## src/rtl/spi_pixel_rx_pkg.sv

```systemverilog
// Shared types and constants for the SPI pixel receiver.
package spi_rx_pkg;

  typedef enum logic [2:0] {
    ST_IDLE,
    ST_ADDR_HI,
    ST_ADDR_LO,
    ST_PIX_HI,
    ST_PIX_LO
  } spi_rx_state_t;

  localparam int SYNC_STAGES = 2;
  localparam int SPI_BYTE_W  = 8;

endpackage

```

## src/rtl/spi_pixel_rx_if.sv

```systemverilog
// Frame-buffer write port: single-entry valid/ready request with address and pixel.
interface spi_pixel_rx_if #(
  parameter int ADDR_W = 15,
  parameter int DATA_W = 12
);
  logic              wr_valid;
  logic [ADDR_W-1:0] wr_addr;
  logic [DATA_W-1:0] wr_data;
  logic              wr_ready;

  modport master (output wr_valid, output wr_addr, output wr_data, input wr_ready);
  modport slave  (input wr_valid, input wr_addr, input wr_data, output wr_ready);
endinterface

```

## src/rtl/spi_pixel_rx_sync_ff.sv

```systemverilog
// Multi-flop synchronizer with a configurable reset level (idle level of the pin).
module sync_ff #(
  parameter int   STAGES  = 2,
  parameter logic RST_VAL = 1'b0
) (
  input  logic clk,
  input  logic rst,
  input  logic d,
  output logic q
);
  logic [STAGES-1:0] ff_reg;

  always_ff @(posedge clk or posedge rst) begin
    if (rst) ff_reg <= {STAGES{RST_VAL}};
    else     ff_reg <= {ff_reg[STAGES-2:0], d};
  end

  assign q = ff_reg[STAGES-1];
endmodule

```

## src/rtl/spi_pixel_rx.sv

```systemverilog
// SPI mode-0 slave that decodes ADDR_HI, ADDR_LO, {PIX_HI, PIX_LO}* frames into frame-buffer writes.
// Optional sticky dropped-pixel flag is built when SPI_RX_OVF_EN is defined.
module spi_pixel_rx
  import spi_rx_pkg::*;
#(
  parameter int ADDR_W = 15,
  parameter int DATA_W = 12
) (
  input  logic clk_hf,
  input  logic reset,
  input  logic sck,
  input  logic sdi,
  input  logic cs,
  spi_pixel_rx_if.master wr
`ifdef SPI_RX_OVF_EN
  ,
  output logic overflow
`endif
);
  logic sck_s, sdi_s, cs_s;
  logic sck_q, cs_q;
  logic [1:0] flush_cnt;
  logic armed;
  logic sck_rise, cs_fall;

  sync_ff #(.STAGES(SYNC_STAGES), .RST_VAL(1'b0)) u_sync_sck (.clk(clk_hf), .rst(reset), .d(sck), .q(sck_s));
  sync_ff #(.STAGES(SYNC_STAGES), .RST_VAL(1'b0)) u_sync_sdi (.clk(clk_hf), .rst(reset), .d(sdi), .q(sdi_s));
  sync_ff #(.STAGES(SYNC_STAGES), .RST_VAL(1'b1)) u_sync_cs  (.clk(clk_hf), .rst(reset), .d(cs),  .q(cs_s));

  // cs edges are only trusted once the synchronizer holds real pin data and cs has been seen high,
  // so a cs already low when reset releases cannot start a frame.
  always_ff @(posedge clk_hf or posedge reset) begin
    if (reset) begin
      sck_q     <= 1'b0;
      cs_q      <= 1'b1;
      flush_cnt <= '0;
      armed     <= 1'b0;
    end else begin
      sck_q <= sck_s;
      cs_q  <= cs_s;
      if (flush_cnt != 2'(SYNC_STAGES)) flush_cnt <= flush_cnt + 2'd1;
      else if (cs_s)                    armed     <= 1'b1;
    end
  end

  assign sck_rise = sck_s & ~sck_q;
  assign cs_fall  = armed & cs_q & ~cs_s;

  spi_rx_state_t state_reg, state_next;

  logic [SPI_BYTE_W-2:0] shift_reg;
  logic [2:0]            bit_cnt_reg;
  logic                  byte_done_reg;
  logic [SPI_BYTE_W-1:0] byte_reg;

  always_ff @(posedge clk_hf or posedge reset) begin
    if (reset) begin
      shift_reg     <= '0;
      bit_cnt_reg   <= '0;
      byte_done_reg <= 1'b0;
      byte_reg      <= '0;
    end else if (cs_s || state_reg == ST_IDLE) begin
      bit_cnt_reg   <= '0;
      byte_done_reg <= 1'b0;
    end else begin
      byte_done_reg <= 1'b0;
      if (sck_rise) begin
        shift_reg   <= {shift_reg[SPI_BYTE_W-3:0], sdi_s};
        bit_cnt_reg <= bit_cnt_reg + 3'd1;
        if (bit_cnt_reg == 3'(SPI_BYTE_W - 1)) begin
          byte_done_reg <= 1'b1;
          byte_reg      <= {shift_reg, sdi_s};
        end
      end
    end
  end

  logic [ADDR_W-1:0]     addr_reg, addr_next;
  logic [SPI_BYTE_W-1:0] pix_hi_reg, pix_hi_next;
  logic                  pix_done;
  logic [DATA_W-1:0]     pix_word;

  always_ff @(posedge clk_hf or posedge reset) begin
    if (reset) begin
      state_reg  <= ST_IDLE;
      addr_reg   <= '0;
      pix_hi_reg <= '0;
    end else begin
      state_reg  <= state_next;
      addr_reg   <= addr_next;
      pix_hi_reg <= pix_hi_next;
    end
  end

  always_comb begin
    state_next  = state_reg;
    addr_next   = addr_reg;
    pix_hi_next = pix_hi_reg;
    pix_done    = 1'b0;
    if (cs_s) begin
      state_next = ST_IDLE;
    end else begin
      case (state_reg)
        ST_IDLE:    if (cs_fall) state_next = ST_ADDR_HI;
        ST_ADDR_HI: if (byte_done_reg) begin
          addr_next[ADDR_W-1:8] = byte_reg[ADDR_W-9:0];
          state_next            = ST_ADDR_LO;
        end
        ST_ADDR_LO: if (byte_done_reg) begin
          addr_next[7:0] = byte_reg;
          state_next     = ST_PIX_HI;
        end
        ST_PIX_HI:  if (byte_done_reg) begin
          pix_hi_next = byte_reg;
          state_next  = ST_PIX_LO;
        end
        ST_PIX_LO:  if (byte_done_reg) begin
          pix_done   = 1'b1;
          addr_next  = addr_reg + ADDR_W'(1);
          state_next = ST_PIX_HI;
        end
        default:    state_next = ST_IDLE;
      endcase
    end
  end

  assign pix_word = DATA_W'({pix_hi_reg, byte_reg});

  logic              valid_reg;
  logic [ADDR_W-1:0] out_addr_reg;
  logic [DATA_W-1:0] out_data_reg;
  logic              drop;

  // An accept in the same cycle frees the slot, so only a still-blocked register drops.
  assign drop = pix_done & valid_reg & ~wr.wr_ready;

  always_ff @(posedge clk_hf or posedge reset) begin
    if (reset) begin
      valid_reg    <= 1'b0;
      out_addr_reg <= '0;
      out_data_reg <= '0;
    end else if (pix_done && !drop) begin
      valid_reg    <= 1'b1;
      out_addr_reg <= addr_reg;
      out_data_reg <= pix_word;
    end else if (valid_reg && wr.wr_ready) begin
      valid_reg <= 1'b0;
    end
  end

  assign wr.wr_valid = valid_reg;
  assign wr.wr_addr  = out_addr_reg;
  assign wr.wr_data  = out_data_reg;

`ifdef SPI_RX_OVF_EN
  logic ovf_reg;

  always_ff @(posedge clk_hf or posedge reset) begin
    if (reset)        ovf_reg <= 1'b0;
    else if (drop)    ovf_reg <= 1'b1;
    else if (cs_fall) ovf_reg <= 1'b0;
  end

  assign overflow = ovf_reg;
`endif

endmodule

```

## src/flat_wrapper.sv

```systemverilog
// flat-port wrapper written by rule: the top's interface ports become plain ports
module spi_pixel_rx_flat import spi_rx_pkg::*;
#(
  parameter int ADDR_W = 15,
  parameter int DATA_W = 12
)
  (clk_hf, reset, sck, sdi, cs, wr_wr_valid, wr_wr_addr, wr_wr_data, wr_wr_ready);
  spi_pixel_rx_if #(.ADDR_W(ADDR_W), .DATA_W(DATA_W)) wr_i ();
  input  logic clk_hf;
  input  logic reset;
  input  logic sck;
  input  logic sdi;
  input  logic cs;
  output wire logic [$bits(wr_i.wr_valid)-1:0] wr_wr_valid;
  output wire logic [$bits(wr_i.wr_addr)-1:0] wr_wr_addr;
  output wire logic [$bits(wr_i.wr_data)-1:0] wr_wr_data;
  input wire logic [$bits(wr_i.wr_ready)-1:0] wr_wr_ready;
  assign wr_wr_valid = wr_i.wr_valid;
  assign wr_wr_addr = wr_i.wr_addr;
  assign wr_wr_data = wr_i.wr_data;
  assign wr_i.wr_ready = wr_wr_ready;
  spi_pixel_rx #(.ADDR_W(ADDR_W), .DATA_W(DATA_W)) u_core (.clk_hf(clk_hf), .reset(reset), .sck(sck), .sdi(sdi), .cs(cs), .wr(wr_i));
endmodule
```

## config.mk

```make
export PLATFORM = sky130hd
export DESIGN_NAME = spi_pixel_rx_flat
export DESIGN_NICKNAME = d
export VERILOG_FILES = /design/src/rtl/spi_pixel_rx_pkg.sv /design/src/rtl/spi_pixel_rx_if.sv /design/src/rtl/spi_pixel_rx_sync_ff.sv /design/src/rtl/spi_pixel_rx.sv /design/src/flat_wrapper.sv
export SDC_FILE = /design/constraint.sdc
export NUM_CORES = 1
export LEC_CHECK = 0
export CORE_MARGIN = 4
export CORE_UTILIZATION = 45
export DETAILED_ROUTE_END_ITERATION = 6
export PLACE_DENSITY_LB_ADDON = 0.1
export SYNTH_ARGS = -nofsm -noshare
export SYNTH_HDL_FRONTEND = slang
export SYNTH_SLANG_ARGS = --single-unit
```

## constraint.sdc

```tcl
create_clock -name clk_hf -period 3.53 [get_ports clk_hf]
set_input_delay 0.8825 -clock clk_hf [delete_from_list [all_inputs] [get_ports clk_hf]]
set_output_delay 0.8825 -clock clk_hf [all_outputs]
set_load 0.01 [all_outputs]
```

# == Word level (Yosys, flattened, before mapping) ==
# Index checks and enable logic that the tools add are counted.
# op_classes
add_sub_neg,3
eq_ne,13
n_mux,21
n_bitwise,10
reduce_logical,17
# op_table
cell,n
two-way mux 3 bit,7
one-hot mux 8 bit (2 select lines),1
adder 15 x 1 -> 15 bit (second input constant),1
two-way mux 15 bit,1
one-hot mux 7 bit (2 select lines),1
one-hot mux 3 bit (4 select lines),1
AND reduction 4 bit,3
!= test 3 x 2 -> 1 bit (second input constant),3
two-way mux 1 bit,8
two-way mux 8 bit,1
nonzero test 2 bit,4
two-way mux 7 bit,1
equality test 3 x 2 -> 1 bit (second input constant),2
equality test 3 bit (second input constant),2
!= test 2 x 1 -> 1 bit (second input constant),3
AND reduction 3 bit,2
bitwise AND 1 bit,5
NOT 1 bit,5
AND reduction 2 bit,2
adder 3 x 1 -> 3 bit (second input constant),1
equality test 3 x 1 -> 1 bit (second input constant),1
logical NOT 3 bit,1
!= test 3 x 1 -> 1 bit (second input constant),1
adder 2 x 1 -> 2 bit (second input constant),1
5 further kinds,6
# totals
ff_bits,80
in_bits,6
out_inout_bits,28
word_cells,82

# == Depth between registers and ports, before layout ==
# Gate-level depths: netlist of the first run.
# logic_depth
depth_word,8
depth_mapped,7
ltp_nobuf,5

# == Hierarchy ==
# From an unflattened synthesis of the first run, not the netlist that was laid out.
# unflattened
cells_unflattened,270
hier_area_um2,3597.2
# modules_own_cells
module,n_inst,cells_per_inst,area_per_inst_um2
spi_pixel_rx,1,261,3433.3
sync_ff (u_core.u_sync_sck ...),2,3,53.8
sync_ff (u_core.u_sync_cs),1,3,56.3

# == Least setup slack after synthesis of the first run ==
# OpenSTA, ideal clock, no wires.
# synth_timing
path_type,in2reg
startpoint,input wr_wr_ready
endpoint,register u_core.out_data_reg[4] (netlist: u_core.wr.wr_data[4])
setup_ns,0.125
t_arrival_ns,1.737
required_ns,3.405
setup_slack_ns,1.668
stages,4
n_path_buf,1
cell_sequence,nand2b_1 nand3_1 clkbuf_1 mux2_2
# synth_between
elab_chain_cells,4
# synth_lines
item,line_no,source
"start, declared",flat_wrapper.sv:17,input wire logic [$bits(wr_i.wr_ready)-1:0] wr_wr_ready;
NOT 1 bit,spi_pixel_rx.sv:135,assign drop = pix_done & valid_reg & ~wr.wr_ready;
bitwise AND 1 bit,spi_pixel_rx.sv:135,
logical NOT 1 bit,spi_pixel_rx.sv:142,end else if (pix_done && !drop) begin
logical AND 1 bit,spi_pixel_rx.sv:142,
"end signal, assigned",spi_pixel_rx.sv:145,out_data_reg <= pix_word;
"end, declared",spi_pixel_rx.sv:131,logic [DATA_W-1:0] out_data_reg;
# Every way passes these cells.
# A chain may end at the register's enable or synchronous reset.

# == Worst setup path in the final report of the first run ==
# layout_timing
startpoint,register u_core.out_data_reg[1] (netlist: u_core.wr.wr_data[1])
endpoint,output wr_wr_data[1]
# layout_lines
item,line_no,source
"end, declared",flat_wrapper.sv:16,output wire logic [$bits(wr_i.wr_data)-1:0] wr_wr_data;
# No word-level cell between the ends.

==> flow_summary.yaml, run 1 <==
status:
  status: "complete, no violations"
global_route:
  grt_overflow: 0
  grt_max_degree: 36
  grt_pass1_wl_um: 11300
  grt_pass1_vias: 2215
  antenna_found_initial: 0
  grt_usage_pct: 16.3
route:
  drt-initial-drc-count: 134
  postRouteWirelength_um: 6480
  dr.pass1.iters: 4
  vias: 2273
  ant_nets: 0
  drcViolationCount: 0
  wl_per_cell_um: 15.4
  via_per_inst: 5.40
power_and_ir_drop:
  p_seq_share_pct: 55.6
  combPwrFrac_pct: 2.7
  p_leak_nw: 1.79
  switching_power_w: 0.000381
  power_density_mw_per_mm2: 417
  p_clk_share_pct: 41.7
  p_int_w: 0.00132
  vdd_drop_max_mv: 0.265
  switching_share_pct: 22.3
logic_synthesis:
  yosys-top-cells-count: "77 x dfrtp_1, 43 x mux2_2, 22 x nand2_1"
  async_flop_share_pct: 100
  yosysWarnings: 0
  syn_avg_cell_area_um2: 12.2
  syn_inst: 282
  synth.most_common_cell: "dfrtp_1"
  synth_cell_type_count: 42
  synth_edf_count: 0
  ys_ff_latch: 80
  seq_area_frac_synth_pct: 58.2
  synth_fp_nets: 292
  synth_top_area_share_pct: 56.0
  yosysTopAreaCell: "dfrtp_1"
  syn_area_mm2: 0.00344
  synth_ff_type: "dfrtp_1"
  synth_top_cells_by_area: "dfrtp_1 56%, mux2_2 14%, nand2_1 2.4%, a21oi_1 2.3%, dfstp_2 2.3%"
setup_path:
  crit_fanout: 2
  crit_required_ps: 2650
  crit_path_start: "u_core.wr.wr_data[1]"
  cp_top_family: "buffers and inverters"
  cp.arrival_ps: 1280
  path_buf_inv: 1
  criticalPathCategory: "register to primary output"
  critPathMaxStageDelay_ps: 550
  endpoint_kind: "primary output"
  cp_cell_sequence: "clkdlybuf4s50_1"
  regToRegStartpoint: "u_core.state_reg[0]"
  startpoint_type: "register"
  cp_slowest_cell: "clkdlybuf4s50_1"
place:
  hpwl_um: 4530
  place_area_mm2: 0.00388
  io_buffers: 33
  finalWeightedCongestion: 0.856
cts:
  clock_path_buffers: 2
  clockRootBuffer: "clkbuf_8"
  cts_sinks: 80
  post_cts_resized: 0
  h-tree-depth: 3
  clk_latency_ps: 360
  ctsHoldBuffers: 0
  numCtsBuffers: 9
  cts_tree: "yes"
  postCtsSetupRepairBufs: 0
  clk_pin_slew_ps: 80
min_path:
  worstHoldStart: "u_core.u_sync_sdi.ff_reg[0]"
  min_path_type: "register to register"
final_layout:
  drive_above_1_share_pct: 23.6
  final_nets: 327
  area_growth_pct: 18.8
  final_area_mm2: 0.00409
  utilization_pct: 55.8
  antenna_cells: 0
floorplanning:
  dieWidth_um: 95.5
  io-pin-count: 34
  dieArea_mm2: 0.00912
  core_mm2: 0.00733
  die-height_um: 95.5
  initial_utilization_pct: 47.0
  rows: 31
timing:
  setup_violations: 0
  clock.fmax_mhz: 462
  finalClockSkew_ps: 9.79
  hold_viol: 0
  drv_slew: 0
  slew_headroom_pct: 34.3
  rsz0062_at_grt: "false"
  period_minus_slack_ps: 2170
  tightest_slew_ps: 980
  finalSetupTns_ps: 0
  fin_crit_sh_pct: 61.3
flow_run:
  drv_cap: 0
layer usage:
metal / GRT usage, % / share of wire [%] / wire length (um) / vias to the layer above
met4: 6.99 / 2.0 / 131 / 0
met5: 0 / 0 / 0 / -
met1: 21.8 / 45 / 2950 / 1114
met3: 4.74 / 5.0 / 327 / 15
li1: - / - / - / 1085
met2: 24.7 / 47 / 3080 / 59
layout by cell type (no fill, tap or decap), drive strengths merged, types with 3 or more instances in the layout:
master	count
nand2	22
inv	5
clkbuf	11
nor2b	3
o21ai	13
clkdlybuf4s50	33
dfrtp	77
o22a	4
a21oi	16
buf	5
xnor2	4
mux2	44
nand3	10
nor3	9
a2bb2oi	3
nand4	4
o31ai	4
o21a	5
dfstp	3
ha	4
a31oi	6
nor2	7
nand2b	6
through the flow:
step | std cells | setup WS [ps] | hold slack (ps) | total power (W)
global placement | 405 | 1290 | 339 | 0.00101
floorplan | 282 | 601 | 331 | 0.000996
detailed placement | 405 | 1240 | 338 | 0.00102
CTS | 421 | 1340 | 355 | 0.00173
finish | 421 | 1360 | 353 | 0.00171
global route | 421 | 1300 | 362 | 0.00179
logic make-up after synthesis:
group,share of synthesized area (%)
xor gates and xnor gates,1.02
adders and majority gates,1.45
buffers and inverters,2.65
AOI/OAI and AO/OA,10.0
and+or+nand+nor,11.6
DFF,58.2
muxes,15.0
final cells by class:
cell class	instances	area, um^2
Multi-Input combinational cell	183	1350
Clock inverter	5	62.6
Inverter	5	20.0
Fill cell	637	3240
Sequential cell	80	2010
Clock buffer	11	151
Tap cell	99	124
Timing Repair Buffer	38	380
power groups by stage:
| stage | clock network [W] | logic [W] | registers [W] |
|---|---|---|---|
| after detailed placement | 0 | 0.0000481 | 0.000967 |
| after global placement | 0 | 0.0000476 | 0.000966 |
| final | 0.000710 | 0.0000463 | 0.000949 |
| after global routing | 0.000782 | 0.0000542 | 0.000952 |
| after floorplan | 0 | 0.0000365 | 0.000960 |
| after CTS | 0.000732 | 0.0000483 | 0.000949 |
final timing paths:
path                                               end  slack (ps)  cells after the start
setup / recovery                         wr_wr_data[1]        1360                      1
hold / removal             u_core.u_sync_sdi.ff_reg[1]         350                      0
setup reg to reg                   u_core.addr_reg[10]        1410                      4
hold reg to reg            u_core.u_sync_sdi.ff_reg[1]         350                      0
max in group asynchronous           u_core.addr_reg[4]        2050                      3
min in group asynchronous           u_core.wr.wr_valid         880                      2
(Power assumes the default switching activity.)
==> run 2: changes to the inputs <==
- clock period: 3.53 -> 1.8 ns (I/O delays scaled with it)
==> flow_summary.yaml, run 2 (same netlist as run 1, synthesis figures left out) <==
final_layout:
  layout_common_cells: "77 x dfrtp_1, 43 x mux2_2, 33 x clkdlybuf4s50_1"
  antenna_cells: 0
  layout_commonest_cell: "dfrtp_1"
  final_nets: 341
  final_cells: 435
  area_growth_pct: 22.6
  final_area_mm2: 0.00422
  fillers: 599
  drive_above_1_share_pct: 26.8
route:
  drcViolationCount: 0
  via_per_inst: 5.34
  postRouteWirelength_um: 6530
  vias: 2321
  drt-initial-drc-count: 94
  dr.pass1.iters: 4
  ant_nets: 0
  wl_per_cell_um: 15.0
floorplanning:
  dieArea_mm2: 0.00912
  initial_utilization_pct: 47.0
  dieWidth_um: 95.5
  rows: 31
  die-height_um: 95.5
  core_mm2: 0.00733
  io-pin-count: 34
global_route:
  grt_max_degree: 81
  grt_usage_pct: 16.1
  antenna_found_initial: 0
  grt_pass1_vias: 2315
  grt_overflow: 0
  grt_pass1_wl_um: 11200
timing:
  hold_viol: 0
  fin_crit_sh_pct: 95.5
  slew_headroom_pct: 67.9
  rsz0062_at_grt: "false"
  tightest_slew_ps: 478
  clock.fmax_mhz: 582
  layout_setup_ws_ps: 81.9
  period_minus_slack_ps: 1720
  finalClockSkew_ps: 5.05
  drv_slew: 0
  setup_violations: 0
cts:
  ctsHoldBuffers: 0
  cts_sinks: 80
  clk_pin_slew_ps: 80
  postCtsSetupRepairBufs: 0
  h-tree-depth: 3
  clk_latency_ps: 340
  clock_path_buffers: 2
  clockRootBuffer: "clkbuf_8"
  post_cts_resized: 0
  cts_tree: "yes"
  numCtsBuffers: 9
setup_path:
  path_buf_inv: 1
  crit_required_ps: 1350
  cp_cell_sequence: "clkdlybuf4s50_1"
  critPathMaxStageDelay_ps: 550
  criticalPathCategory: "register to primary output"
  cp_slowest_cell: "clkdlybuf4s50_1"
  crit_fanout: 2
  endpoint_kind: "primary output"
  startpoint_type: "register"
  cp_top_family: "buffers and inverters"
  cp.arrival_ps: 1270
min_path:
  min_path_type: "register to register"
power_and_ir_drop:
  vdd_drop_max_mv: 0.703
  power_density_mw_per_mm2: 824
  p_leak_nw: 1.88
place:
  dp.cells: 419
  finalWeightedCongestion: 0.851
  hpwl_um: 4550
  io_buffers: 33
  pre_cts_ws_ps: -44.9
  place_area_mm2: 0.00398
status:
  status: "complete, no violations"
flow_run:
  drv_cap: 0
==> run 2: cell count changes in the layout (fill, tap and decap cells not counted) <==
cell and change:
buf_4 +14, bufinv_16 +1, clkinv_2 -1, clkinvlp_4 -1
inv_6 +1
==> run 2: final cells by class <==
cell class | instances | area, um^2 | area share (%)
Timing Repair Buffer | 52 | 485 | 11.5
Sequential cell | 80 | 2010 | 47.5
Multi-Input combinational cell | 183 | 1350 | 31.9
Clock inverter | 5 | 86.3 | 2.05
Tap cell | 99 | 124 | 2.93
Clock buffer | 11 | 151 | 3.59
Inverter | 5 | 22.5 | 0.533
==> run 2: per-layer routing <==
| layer | vias up | routed length [um] | GRT usage, % |
|---|---|---|---|
| met5 | - | 0 | 0 |
| met4 | 0 | 174 | 7.82 |
| met3 | 16 | 206 | 3.08 |
| met2 | 39 | 3060 | 24.5 |
| met1 | 1146 | 3090 | 22.0 |
| li1 | 1120 | - | - |
==> run 2: final timing paths <==
check	from	to	slack, ps	cells past startpoint
worst max-delay path	u_core.wr.wr_data[0]	wr_wr_data[0]	80	1
worst min-delay path	u_core.u_sync_sdi.ff_reg[0]	u_core.u_sync_sdi.ff_reg[1]	350	0
worst max register to register	u_core.state_reg[0]	u_core.addr_reg[10]	100	4
worst min register to register	u_core.u_sync_sdi.ff_reg[0]	u_core.u_sync_sdi.ff_reg[1]	350	0
max in group asynchronous	reset	u_core.u_sync_cs.ff_reg[1]	890	3
min in group asynchronous	reset	u_core.u_sync_sdi.ff_reg[1]	570	3
==> run 2: worst reg2reg max path: cells and delay by family (launching register included) <==
family / cells / cell delay, ps
DFF: 1 / 380
AOI/OAI and AO/OA: 2 / 150
and+or+nand+nor: 2 / 1060
==> run 2: through the flow <==
step,TNS [ps],utilization [%],power [W],hold WS (ps)
final,0,57.6,0.00348,352
after global routing,0,57.6,0.00362,374
after CTS,0,57.6,0.00353,356
after detailed placement,-797,54.3,0.00200,336
after global placement,-357,54.3,0.00199,337
after floorplan,0,-,0.00195,331
==> run 2: report_power, final <==
part | switching [W] | internal (W) | leakage, nW
logic | 0.0000561 | 0.0000434 | 0.674
registers | 0.0000230 | 0.00183 | 1.08
clock network | 0.000652 | 0.000870 | 0.121
